`src/rtl/mcu_link_pkg.sv`:
```
// Shared codes, special-word constants and RX field layout for the MCU<->ROCSTAR link.
package mcu_link_pkg;

  localparam logic [3:0] K_IDLE0 = 4'b0111;
  localparam logic [3:0] K_IDLE1 = 4'b1011;
  localparam logic [3:0] K_IDLE2 = 4'b1101;
  localparam logic [3:0] K_IDLE3 = 4'b1110;
  localparam logic [3:0] K_NCOIN = 4'b1001;
  localparam logic [3:0] K_PCOIN = 4'b0011;
  localparam logic [3:0] K_DCOIN = 4'b0110;
  localparam logic [3:0] K_SPECL = 4'b1100;

  localparam logic [15:0] SPWORD_SYNC    = 16'h1111;
  localparam logic [15:0] SPWORD_START   = 16'h2222;
  localparam logic [15:0] SPWORD_END     = 16'h3333;
  localparam logic [15:0] SPWORD_SAVECLK = 16'h4444;

  localparam int RX_SINGLE = 7;
  localparam int RX_IDLE   = 6;
  localparam int RX_OFS_HI = 6;
  localparam int RX_OFS_LO = 1;
  localparam int RX_IDX_HI = 3;
  localparam int RX_IDX_LO = 2;

  typedef enum logic [2:0] {TX_IDLE, TX_SP3, TX_SP2, TX_SP1, TX_SP0} tx_state_t;
  typedef enum logic [1:0] {PREV_FIRST, PREV_SINGLE, PREV_IDLE, PREV_OTHER} rx_prev_t;

  function automatic logic [3:0] idle_code(input logic [1:0] k);
    case (k)
      2'd0:    return K_IDLE0;
      2'd1:    return K_IDLE1;
      2'd2:    return K_IDLE2;
      default: return K_IDLE3;
    endcase
  endfunction

  function automatic logic [3:0] coinc_code(input logic [1:0] t);
    case (t)
      2'd0:    return K_NCOIN;
      2'd1:    return K_PCOIN;
      default: return K_DCOIN;
    endcase
  endfunction

  function automatic logic [15:0] sat_inc(input logic [15:0] v);
    return (v == 16'hFFFF) ? v : v + 16'd1;
  endfunction

endpackage

```
`src/rtl/mcu_coinc_fifo.sv`:
```
// Synchronous FIFO for queued coincidence responses; push while full is accepted only with a pop.
module mcu_coinc_fifo #(
  parameter int DEPTH = 4,
  parameter int WIDTH = 2
) (
  input  logic             clk,
  input  logic             rst,
  input  logic             push,
  input  logic [WIDTH-1:0] din,
  input  logic             pop,
  output logic [WIDTH-1:0] dout,
  output logic             full,
  output logic             empty
);

  localparam int AW = $clog2(DEPTH);

  logic [WIDTH-1:0] mem [DEPTH];
  logic [AW:0]      wr_ptr, rd_ptr;
  logic             wr_en, rd_en;

  assign empty = (wr_ptr == rd_ptr);
  assign full  = (wr_ptr[AW] != rd_ptr[AW]) && (wr_ptr[AW-1:0] == rd_ptr[AW-1:0]);
  assign dout  = mem[rd_ptr[AW-1:0]];
  assign wr_en = push && (!full || pop);
  assign rd_en = pop && !empty;

  always_ff @(posedge clk) begin
    if (rst) begin
      wr_ptr <= '0;
      rd_ptr <= '0;
    end else begin
      if (wr_en) wr_ptr <= wr_ptr + 1'b1;
      if (rd_en) rd_ptr <= rd_ptr + 1'b1;
    end
  end

  always_ff @(posedge clk) begin
    if (wr_en) mem[wr_ptr[AW-1:0]] <= din;
  end

endmodule

```
`src/rtl/mcu_rocstar_link.sv`:
```
// MCU-side endpoint of one ROCSTAR port: TX word scheduler (idle/coinc/special) and RX decoder.
module mcu_rocstar_link
  import mcu_link_pkg::*;
#(
  parameter int COINC_DEPTH = 4
) (
  input  logic        clk,
  input  logic        rst,
  output logic [3:0]  to_roc,
  input  logic [7:0]  from_roc,
  input  logic        do_testp,
  input  logic [3:0]  testpatt,
  input  logic        coinc_valid,
  input  logic [1:0]  coinc_type,
  input  logic        sp_req,
  input  logic [15:0] sp_data,
  output logic        sp_ack,
  output logic        sp_busy,
  output logic        single,
  output logic [5:0]  offset,
  output logic [15:0] roc_idlecnt,
  output logic        idlecnt_valid,
  output logic [15:0] badidle,
  output logic [15:0] badword,
  output logic [15:0] coinc_ovf,
  output logic [15:0] numsingl
);

  // ---------------- TX ----------------
  tx_state_t   state, state_nxt;
  logic [1:0]  idle_k, idle_k_nxt;
  logic [15:0] sp_word;
  logic [3:0]  word_nxt;
  logic        pop, ack_nxt, busy_nxt, sp_take;
  logic        fifo_full, fifo_empty;
  logic [1:0]  fifo_dout;
  logic        coinc_push;

  assign coinc_push = coinc_valid && (coinc_type != 2'd3);

  mcu_coinc_fifo #(.DEPTH(COINC_DEPTH), .WIDTH(2)) u_fifo (
    .clk   (clk),
    .rst   (rst),
    .push  (coinc_push),
    .din   (coinc_type),
    .pop   (pop),
    .dout  (fifo_dout),
    .full  (fifo_full),
    .empty (fifo_empty)
  );

  always_ff @(posedge clk) begin
    if (rst) begin
      state   <= TX_IDLE;
      idle_k  <= 2'd0;
      sp_word <= '0;
      to_roc  <= K_IDLE3;
      sp_ack  <= 1'b0;
      sp_busy <= 1'b0;
    end else begin
      state   <= state_nxt;
      idle_k  <= idle_k_nxt;
      if (sp_take) sp_word <= sp_data;
      // Test pattern only masks the pins; the scheduler keeps advancing underneath.
      to_roc  <= do_testp ? testpatt : word_nxt;
      sp_ack  <= ack_nxt;
      sp_busy <= busy_nxt;
    end
  end

  always_comb begin
    state_nxt  = state;
    idle_k_nxt = 2'd0;
    word_nxt   = idle_code(idle_k);
    pop        = 1'b0;
    ack_nxt    = 1'b0;
    busy_nxt   = 1'b1;
    sp_take    = 1'b0;
    case (state)
      TX_IDLE: begin
        busy_nxt = 1'b0;
        if (!fifo_empty) begin
          pop      = 1'b1;
          word_nxt = coinc_code(fifo_dout);
        end else if (sp_req) begin
          sp_take   = 1'b1;
          word_nxt  = K_SPECL;
          ack_nxt   = 1'b1;
          busy_nxt  = 1'b1;
          state_nxt = TX_SP3;
        end else begin
          idle_k_nxt = idle_k + 2'd1;
        end
      end
      TX_SP3: begin word_nxt = sp_word[15:12]; state_nxt = TX_SP2;  end
      TX_SP2: begin word_nxt = sp_word[11:8];  state_nxt = TX_SP1;  end
      TX_SP1: begin word_nxt = sp_word[7:4];   state_nxt = TX_SP0;  end
      TX_SP0: begin word_nxt = sp_word[3:0];   state_nxt = TX_IDLE; end
      default: begin busy_nxt = 1'b0; state_nxt = TX_IDLE; end
    endcase
  end

  always_ff @(posedge clk) begin
    if (rst)
      coinc_ovf <= '0;
    else if (coinc_valid && (coinc_type == 2'd3 || (fifo_full && !pop)))
      coinc_ovf <= sat_inc(coinc_ovf);
  end

  // ---------------- RX ----------------
  rx_prev_t    prev;
  logic [1:0]  prev_j;
  logic [2:0]  chain_len;
  logic [11:0] chain_cnt;
  logic [1:0]  rx_j;
  logic [3:0]  rx_nib;
  logic        idle_ok;

  assign rx_j   = from_roc[RX_IDX_HI:RX_IDX_LO];
  assign rx_nib = {from_roc[5:4], from_roc[1:0]};

  always_comb begin
    idle_ok = 1'b0;
    if (rx_j == 2'd0)
      idle_ok = (prev == PREV_FIRST) || (prev == PREV_SINGLE) ||
                (prev == PREV_IDLE && prev_j == 2'd3);
    else
      idle_ok = (prev == PREV_IDLE) && (prev_j == rx_j - 2'd1);
  end

  always_ff @(posedge clk) begin
    if (rst) begin
      prev          <= PREV_FIRST;
      prev_j        <= 2'd0;
      chain_len     <= '0;
      chain_cnt     <= '0;
      single        <= 1'b0;
      offset        <= '0;
      roc_idlecnt   <= '0;
      idlecnt_valid <= 1'b0;
      badidle       <= '0;
      badword       <= '0;
      numsingl      <= '0;
    end else begin
      single        <= 1'b0;
      idlecnt_valid <= 1'b0;
      if (from_roc[RX_SINGLE]) begin
        single    <= 1'b1;
        offset    <= from_roc[RX_OFS_HI:RX_OFS_LO];
        numsingl  <= numsingl + 16'd1;
        chain_len <= '0;
        prev      <= PREV_SINGLE;
      end else if (from_roc[RX_IDLE]) begin
        prev   <= PREV_IDLE;
        prev_j <= rx_j;
        if (!idle_ok) begin
          badidle   <= sat_inc(badidle);
          chain_len <= '0;
        end else if (rx_j == 2'd0) begin
          chain_cnt[3:0] <= rx_nib;
          chain_len      <= 3'd1;
        end else if (chain_len == {1'b0, rx_j}) begin
          if (rx_j == 2'd3) begin
            roc_idlecnt   <= {rx_nib, chain_cnt};
            idlecnt_valid <= 1'b1;
            chain_len     <= '0;
          end else begin
            chain_cnt[{rx_j, 2'b00} +: 4] <= rx_nib;
            chain_len <= chain_len + 3'd1;
          end
        end else begin
          // In-sequence word but the chain was broken earlier: wait for the next j=0.
          chain_len <= '0;
        end
      end else begin
        badword   <= sat_inc(badword);
        chain_len <= '0;
        prev      <= PREV_OTHER;
      end
    end
  end

endmodule

```
`config.mk`:
```
export PLATFORM = sky130hd
export DESIGN_NAME = mcu_rocstar_link
export DESIGN_NICKNAME = d
export VERILOG_FILES = /design/src/rtl/mcu_link_pkg.sv /design/src/rtl/mcu_coinc_fifo.sv /design/src/rtl/mcu_rocstar_link.sv
export SDC_FILE = /design/constraint.sdc
export NUM_CORES = 1
export LEC_CHECK = 0
export CAP_MARGIN = 20
export CORE_MARGIN = 1
export CORE_UTILIZATION = 42
export DETAILED_ROUTE_END_ITERATION = 8
export PLACE_DENSITY_LB_ADDON = 0.08
export SLEW_MARGIN = 20
export SYNTH_ARGS = -nofsm -noshare
export SYNTH_HDL_FRONTEND = slang
export SYNTH_SLANG_ARGS = --single-unit
```
`constraint.sdc`:
```
create_clock -name clk -period 8 [get_ports clk]
set_input_delay 1.6 -clock clk [delete_from_list [all_inputs] [get_ports clk]]
set_output_delay 1.6 -clock clk [all_outputs]
set_load 0.05 [all_outputs]
```
# Word-level counts from Yosys, hierarchy flattened
# Memories as Yosys holds them, arrays and structs flattened. A register that Yosys moved wholly into a read port is not among the register bits.
# Cells that the tools add are included.
[word_totals] regBits=140 ram_bits=8 inputBits=35 output_inout_bits=94 wordCells=137 memories=1
[op_classes] add_sub_neg=10 eq_ne=24 shifts=2 muxes=31 n_bitwise=11 reduce_logical=35
[memory_table] memory="u_fifo.mem" depth=4 width=2 read_ports=1 rd_clocked_by_memory_dff=1 write_ports=1 line_no="mcu_coinc_fifo.sv:18" rtl="logic [WIDTH-1:0] mem [DEPTH];"
[ops] op="adder 16 x 1 -> 16 bit, second input constant" count=4
[ops] op="== test 16 bit, second input constant" count=3
[ops] op="2-to-1 mux 4 bit" count=6
[ops] op="case mux 4 bit (5 select lines)" count=1
[ops] op="2-to-1 mux 1 bit" count=15
[ops] op="bitwise mux 12 bit" count=1
[ops] op="case mux 3 bit (4 select lines)" count=1
[ops] op="case mux 4 bit (3 select lines)" count=1
[ops] op="AND reduction 6 bit" count=2
[ops] op="OR reduction 4 bit" count=3
[ops] op="variable shift 4 x 6 -> 12 bit, first input constant" count=1
[ops] op="indexed part select 4 x 6 -> 12 bit" count=1
[ops] op="inverter 1 bit" count=11
[ops] op="== test 2 bit, second input constant" count=5
[ops] op="adder 3 x 1 -> 3 bit, second input constant" count=3
[ops] op="logical AND 1 bit" count=8
[ops] op="zero test 2 bit" count=4
[ops] op="inequality test 2 bit, second input constant" count=4
[ops] op="case mux 4 bit (2 select lines)" count=1
[ops] op="OR reduction 7 bit" count=1
[ops] op="== test 2 x 1 -> 1 bit, second input constant" count=3
[ops] op="== test 3 x 2 -> 1 bit, second input constant" count=2
[ops] op="2-to-1 mux 3 bit" count=2
[ops] op="negation 4 -> 6 bit" count=1
[ops] op="20 further kinds" count=29

# Logic depth before layout (Yosys ltp)
[logic_depth] word_depth=8 depth_mapped=11 mapped_depth_nobuf=7

# Modules after synthesis
# Synthesis repeated with hierarchy kept, for this count alone.
[unflattened] hier_cells=756 area_unflattened_um2=6924.1
[modules_own_cells] mod="mcu_rocstar_link" instances=1 cells_each=691 area_per_inst_um2=6089.6 seq_area_each_um2=2682.6
[modules_own_cells] mod="mcu_coinc_fifo" instances=1 cells_each=65 area_per_inst_um2=834.6 seq_area_each_um2=400.4

# Worst setup path before layout
# Ideal clock, no wire load.
[synth_timing] path_kind="input port to flip-flop" startpoint="in from_roc[2]" endpoint="reg badidle[11]" setup_ps=121 arrival_time_ps=3708 t_required_ps=7879 setup_slack_ps=4171 stages=10 n_path_buf=3 cell_sequence="buf_4 > inv_2 > ha_1 > nor2b_1 > buf_2 > or3_1 > o311a_1 > buf_2 > nor4_1 > mux2_2"
[synth_between] elab_chain_cells=6 word_cells_on_any_way=7 classes_between="add/sub (1); eq/ne (1); mux (1); bitwise (1); reduce/logical (3)"
[synth_lines] element="from (decl)" line_no="mcu_rocstar_link.sv:10" rtl="input logic [7:0] from_roc,"
[synth_lines] element="subtractor 2 x 1 -> 2 bit" line_no="mcu_rocstar_link.sv:128" rtl="idle_ok = (prev == PREV_IDLE) && (prev_j == rx_j - 2'd1);"
[synth_lines] element="== test 2 bit" line_no="mcu_rocstar_link.sv:128"
[synth_lines] element="logical AND 1 bit" line_no="mcu_rocstar_link.sv:128"
[synth_lines] element="2-to-1 mux 1 bit *" line_no="mcu_rocstar_link.sv:124" rtl="if (rx_j == 2'd0)"
[synth_lines] element="inverter 1 bit (no line) *"
[synth_lines] element="AND reduction 4 bit (no line) *"
[synth_lines] element="to (signal assigned)" line_no="mcu_rocstar_link.sv:157" rtl="badidle <= sat_inc(badidle);"
[synth_lines] element="to (decl)" line_no="mcu_rocstar_link.sv:23" rtl="output logic [15:0] badidle,"
# Every way passes the cells marked *; elsewhere a longest branch is shown, timed or not.
# A chain may end at the register's enable or synchronous reset.

# Worst setup path in the final report
[layout_timing] startpoint="in from_roc[2]" endpoint="reg chain_cnt[1]"
[layout_between] elab_chain_cells=6 word_cells_on_any_way=17 classes_between="add/sub (2); eq/ne (4); shift (2); mux (5); reduce/logical (4)"
[layout_lines] element="negation 4 -> 6 bit" line_no="mcu_rocstar_link.sv:168" rtl="chain_cnt[{rx_j, 2'b00} +: 4] <= rx_nib;"
[layout_lines] element="indexed part select 4 x 6 -> 12 bit / variable shift 4 x 6 -> 12 bit (equally long branches)" line_no="mcu_rocstar_link.sv:168"
[layout_lines] element="bitwise mux 12 bit" line_no="mcu_rocstar_link.sv:168"
[layout_lines] element="2-to-1 mux 4 bit" line_no="mcu_rocstar_link.sv:163" rtl="if (rx_j == 2'd3) begin"
[layout_lines] element="2-to-1 mux 4 bit" line_no="mcu_rocstar_link.sv:162" rtl="end else if (chain_len == {1'b0, rx_j}) begin"
[layout_lines] element="2-to-1 mux 4 bit" line_no="mcu_rocstar_link.sv:159" rtl="end else if (rx_j == 2'd0) begin"
[layout_lines] element="to (signal assigned)" line_no="mcu_rocstar_link.sv:160" rtl="chain_cnt[3:0] <= rx_nib;"
[layout_lines] element="to (signal, indexed assignment)" line_no="mcu_rocstar_link.sv:168"
[layout_lines] element="to (decl)" line_no="mcu_rocstar_link.sv:114" rtl="logic [11:0] chain_cnt;"
# Several ways; a longest one is shown, not always the timed one. The select of a mux whose other input is x is not followed.

==> summary.txt <==
Timing
  • Fmax: 202 MHz
  • Setup TNS: 0 ns
  • Final period util: 61.8%
  • Max-slew violations: 0
  • Worst Tran Pin Value: 0.856 ns
  • Final setup violating endpoints: 0
  • Relative slew slack: 42.9%
  • Clock Skews: 0.00687 ns
  • Final Hold Vio Count: 0
  • RSZ-0062 raised after global routing: no
  • Minimum clock period: 4.95 ns

Worst setup path
  • Critical-path maximum fanout: 30
  • Crit path kind: in -> reg
  • Critical Path Source Type: input pin
  • Reg2Reg Depth: 5
  • Endpoint of the worst register-to-register path: coinc_ovf[10]
  • Setup crit end kind: flop
  • FF-to-FF setup slack: 5.16 ns
  • CP required: 8.35 ns
  • RR Startpoint: state[2]
  • Arrival time worst endpoint: 5.30 ns

Logic synthesis
  • Number of synthesized flops with an enable pin: 8
  • Sequential fraction of the synthesis area: 43.9%
  • Syn_nets: 854
  • Ys async rst share: 0%
  • Synthesized cell area: 0.00702 mm²
  • Post-synth top flop: dfxtp_1
  • Yosys reg bits: 150
  • Synthesized area per cell: 8.78 µm²
  • Syn Inst Count: 800
  • Synth Warn #: 0
  • Netlist cell types: 61

GRT
  • Initial antenna violation count: 0
  • Vias in the first global route: 5973
  • First-pass GRT wire length: 29000 µm
  • Pin count of the biggest net entering global routing: 89
  • Congestion Overflow GR: 0
  • Total GRT Usage: 20.6%

Clock network
  • Worst skew pair latency: 0.42 ns
  • CTS Buffer Depth: 2
  • Post-CTS sizing: 0
  • Clk slew on worst S/H paths: 0.06 ns
  • CTS Root Cell: clkbuf_16
  • CTS tree: built
  • CTS sink count: 150
  • TritonCTS Buffers: 17
  • Setup bufs post-CTS: 0
  • Hold Buf Count CTS: 0
  • H-tree level count: 4

Job
  • Max-Cap Viols: 0

Route
  • DR iter-0 viols: 397
  • Final ANT Viol Nets: 0
  • Avg WL per Cell: 15.5 µm
  • Routed wire length: 17400 µm
  • Detailed Routing Iterations Pass 1: 5
  • Routed vias: 6310
  • Routed vias/inst: 5.60
  • # DRC: 0

Floorplanning
  • Starting Density: 43.6%
  • Die H: 131 µm
  • Chip Width: 131 µm
  • Core ar.: 0.0161 mm²
  • I/O Pins: 129
  • Die Area: 0.0172 mm²
  • Core Rows: 46

Finish
  • Antenna Cells: 0
  • Final Net Count: 952
  • Layout cells sized above 1: 6.37%
  • Synthesis-to-finish area growth: 28.1%
  • Fin area: 0.00899 mm²

Power and ir drop
  • Maximum VDD drop: 0.000145 V
  • Power per Cell Area: 231 mW/mm²
  • LEAKAGE: 3.02 nW

Placement
  • Gpl congestion: 0.855
  • Post-placement cell area: 0.00835 mm²
  • DP Wirelength: 11800 µm
  • Buffers on Ports: 128

Min path
  • WHS Endpoint: sp_word[9]
  • Min-delay worst type: reg -> reg
  • Worst Hold Path Cells: 2
  • Hold wc startpoint: sp_word[9]

Run status
  • Outcome: complete, no violations
-- cell type report --
cell class	count	area, µm²
clock buffer	17	425
clock inverter	15	210
fill	1439	7120
inverter	16	60.1
multi-input combinational	581	3640
sequential	150	3080
tap	216	270
timing repair buffer	132	1310
-- cell usage after synthesis (2+ instances only) --
master,n,area (µm²)
and3_1,11,68.8
and3_2,4,30.0
o21ai_0,24,120
a21oi_1,84,420
nand3_1,32,160
or3_1,17,106
nand3b_1,6,45.0
nor2_1,66,248
nand2b_1,9,56.3
or4_1,14,105
xnor2_1,25,219
edfxtp_1,8,240
nor4b_1,2,17.5
nand4_1,38,238
nor3_1,20,100
ha_1,19,238
o31ai_1,37,278
mux2i_1,13,130
clkbuf_1,33,124
inv_1,15,56.3
buf_2,6,30.0
or3_2,2,15.0
a211oi_1,5,37.5
o41ai_1,2,17.5
o311ai_0,2,17.5
nor4_1,11,68.8
nand2_1,66,248
mux2_2,9,101
nor2b_1,12,75.1
dfxtp_1,142,2840
mux4_2,2,45.0
nor3b_1,3,22.5
buf_1,7,26.3
and4_1,8,70.1
xor2_1,17,149
buf_6,4,45.0
-- registers in the layout (all words and copies together), names as in the netlist, 4 cells and up, named ones only --
| name | count |
|---|---|
| badidle | 16 |
| chain_cnt | 12 |
| u_fifo.mem | 8 |
| numsingl | 16 |
| coinc_ovf | 16 |
| offset | 6 |
| sp_word | 16 |
| roc_idlecnt | 16 |
| badword | 16 |
| to_roc | 4 |
-- worst max-delay path, stage by stage --
cell and delay [ns]:
clkdlybuf4s50_1 0.78, inv_2 0.15, ha_1 0.38, nor2b_1 0.53, or3_1 0.24, nand3_2 0.51, nor3_1 0.84, mux2i_1 0.26
-- metal layers --
metal / up-vias / share of wire [%] / GRT usage (%)
li1: 3110 / - / -
met1: 3025 / 45 / 24.9
met2: 153 / 49 / 35.6
met3: 22 / 4.3 / 4.86
met4: 0 / 1.3 / 6.91
met5: - / 0 / 0
-- power by group --
group	internal [W]	switching, W	total (W)
Combinational	0.000130	0.000224	0.000354
Clock	0.000549	0.000315	0.000865
Sequential	0.000804	0.0000529	0.000857
Total	0.00148	0.000593	0.00208
-- cells by family (layout without fill, tap and decap cells) --
logic type | count (synthesis) | after routing | synth area share (%)
AO/OA/AOI/OAI | 167 | 167 | 14.3
XOR/XNOR | 42 | 42 | 5.24
adder cells (fa/ha/maj) | 19 | 19 | 3.39
buffers and inverters | 69 | 180 | 4.44
flip-flops | 150 | 150 | 43.9
multiplexers | 24 | 24 | 3.94
AND/OR/NAND/NOR | 329 | 329 | 24.8
-- worst max-delay path by stage --
stage | start | endpoint | slack [ns] | cells after the start
6_report | from_roc[2] | chain_cnt[1] | 3.05 | 8
5_1_grt | from_roc[2] | chain_cnt[3] | 2.79 | 8
4_1_cts | from_roc[2] | chain_cnt[1] | 2.74 | 8
3_5_place_dp | from_roc[2] | chain_cnt[0] | 2.32 | 8
3_3_place_gp | from_roc[2] | chain_cnt[3] | 2.60 | 8
2_1_floorplan | from_roc[2] | badidle[11] | 4.17 | 10
-- layout by cell type (no fill, tap or decap), types with 3 or more instances in the layout --
| master | Yosys | routed |
|---|---|---|
| dfxtp_1 | 142 | 142 |
| nand2b_1 | 9 | 9 |
| mux2_2 | 9 | 9 |
| nor2b_1 | 12 | 12 |
| nor3_1 | 20 | 19 |
| clkinv_1 | 0 | 3 |
| o31ai_1 | 37 | 37 |
| nand3_1 | 32 | 31 |
| buf_4 | 1 | 4 |
| nand2_1 | 66 | 66 |
| nor4_1 | 11 | 11 |
| and3_2 | 4 | 4 |
| nor3b_1 | 3 | 3 |
| o21ai_0 | 24 | 24 |
| nand3b_1 | 6 | 6 |
| inv_1 | 15 | 15 |
| edfxtp_1 | 8 | 8 |
| and3_1 | 11 | 11 |
| clkdlybuf4s50_1 | 0 | 127 |
| clkinv_4 | 0 | 3 |
| a21oi_1 | 84 | 84 |
| ha_1 | 19 | 19 |
| mux2i_1 | 13 | 13 |
| nand4_1 | 38 | 38 |
| clkinv_2 | 0 | 3 |
| or4_1 | 14 | 14 |
| xnor2_1 | 25 | 25 |
| a211oi_1 | 5 | 5 |
| clkbuf_16 | 0 | 17 |
| or3_1 | 17 | 17 |
| and4_1 | 8 | 8 |
| bufinv_16 | 0 | 5 |
| xor2_1 | 17 | 17 |
| nor2_1 | 66 | 66 |
-- metrics by stage --
| step | cells | setup WS, ns | hold WS (ns) | total power [W] | utilization, % |
|---|---|---|---|---|---|
| global route | 1127 | 2.79 | 0.471 | 0.00217 | 55.8 |
| floorplan | 800 | 4.17 | 0.427 | 0.00113 | - |
| detailed placement | 1094 | 2.32 | 0.444 | 0.00123 | 51.8 |
| finish | 1127 | 3.05 | 0.449 | 0.00208 | 55.8 |
| CTS | 1126 | 2.74 | 0.452 | 0.00209 | 55.7 |
| global placement | 1094 | 2.60 | 0.439 | 0.00122 | 51.8 |
Note: power is estimated with default switching activity, not from simulation.
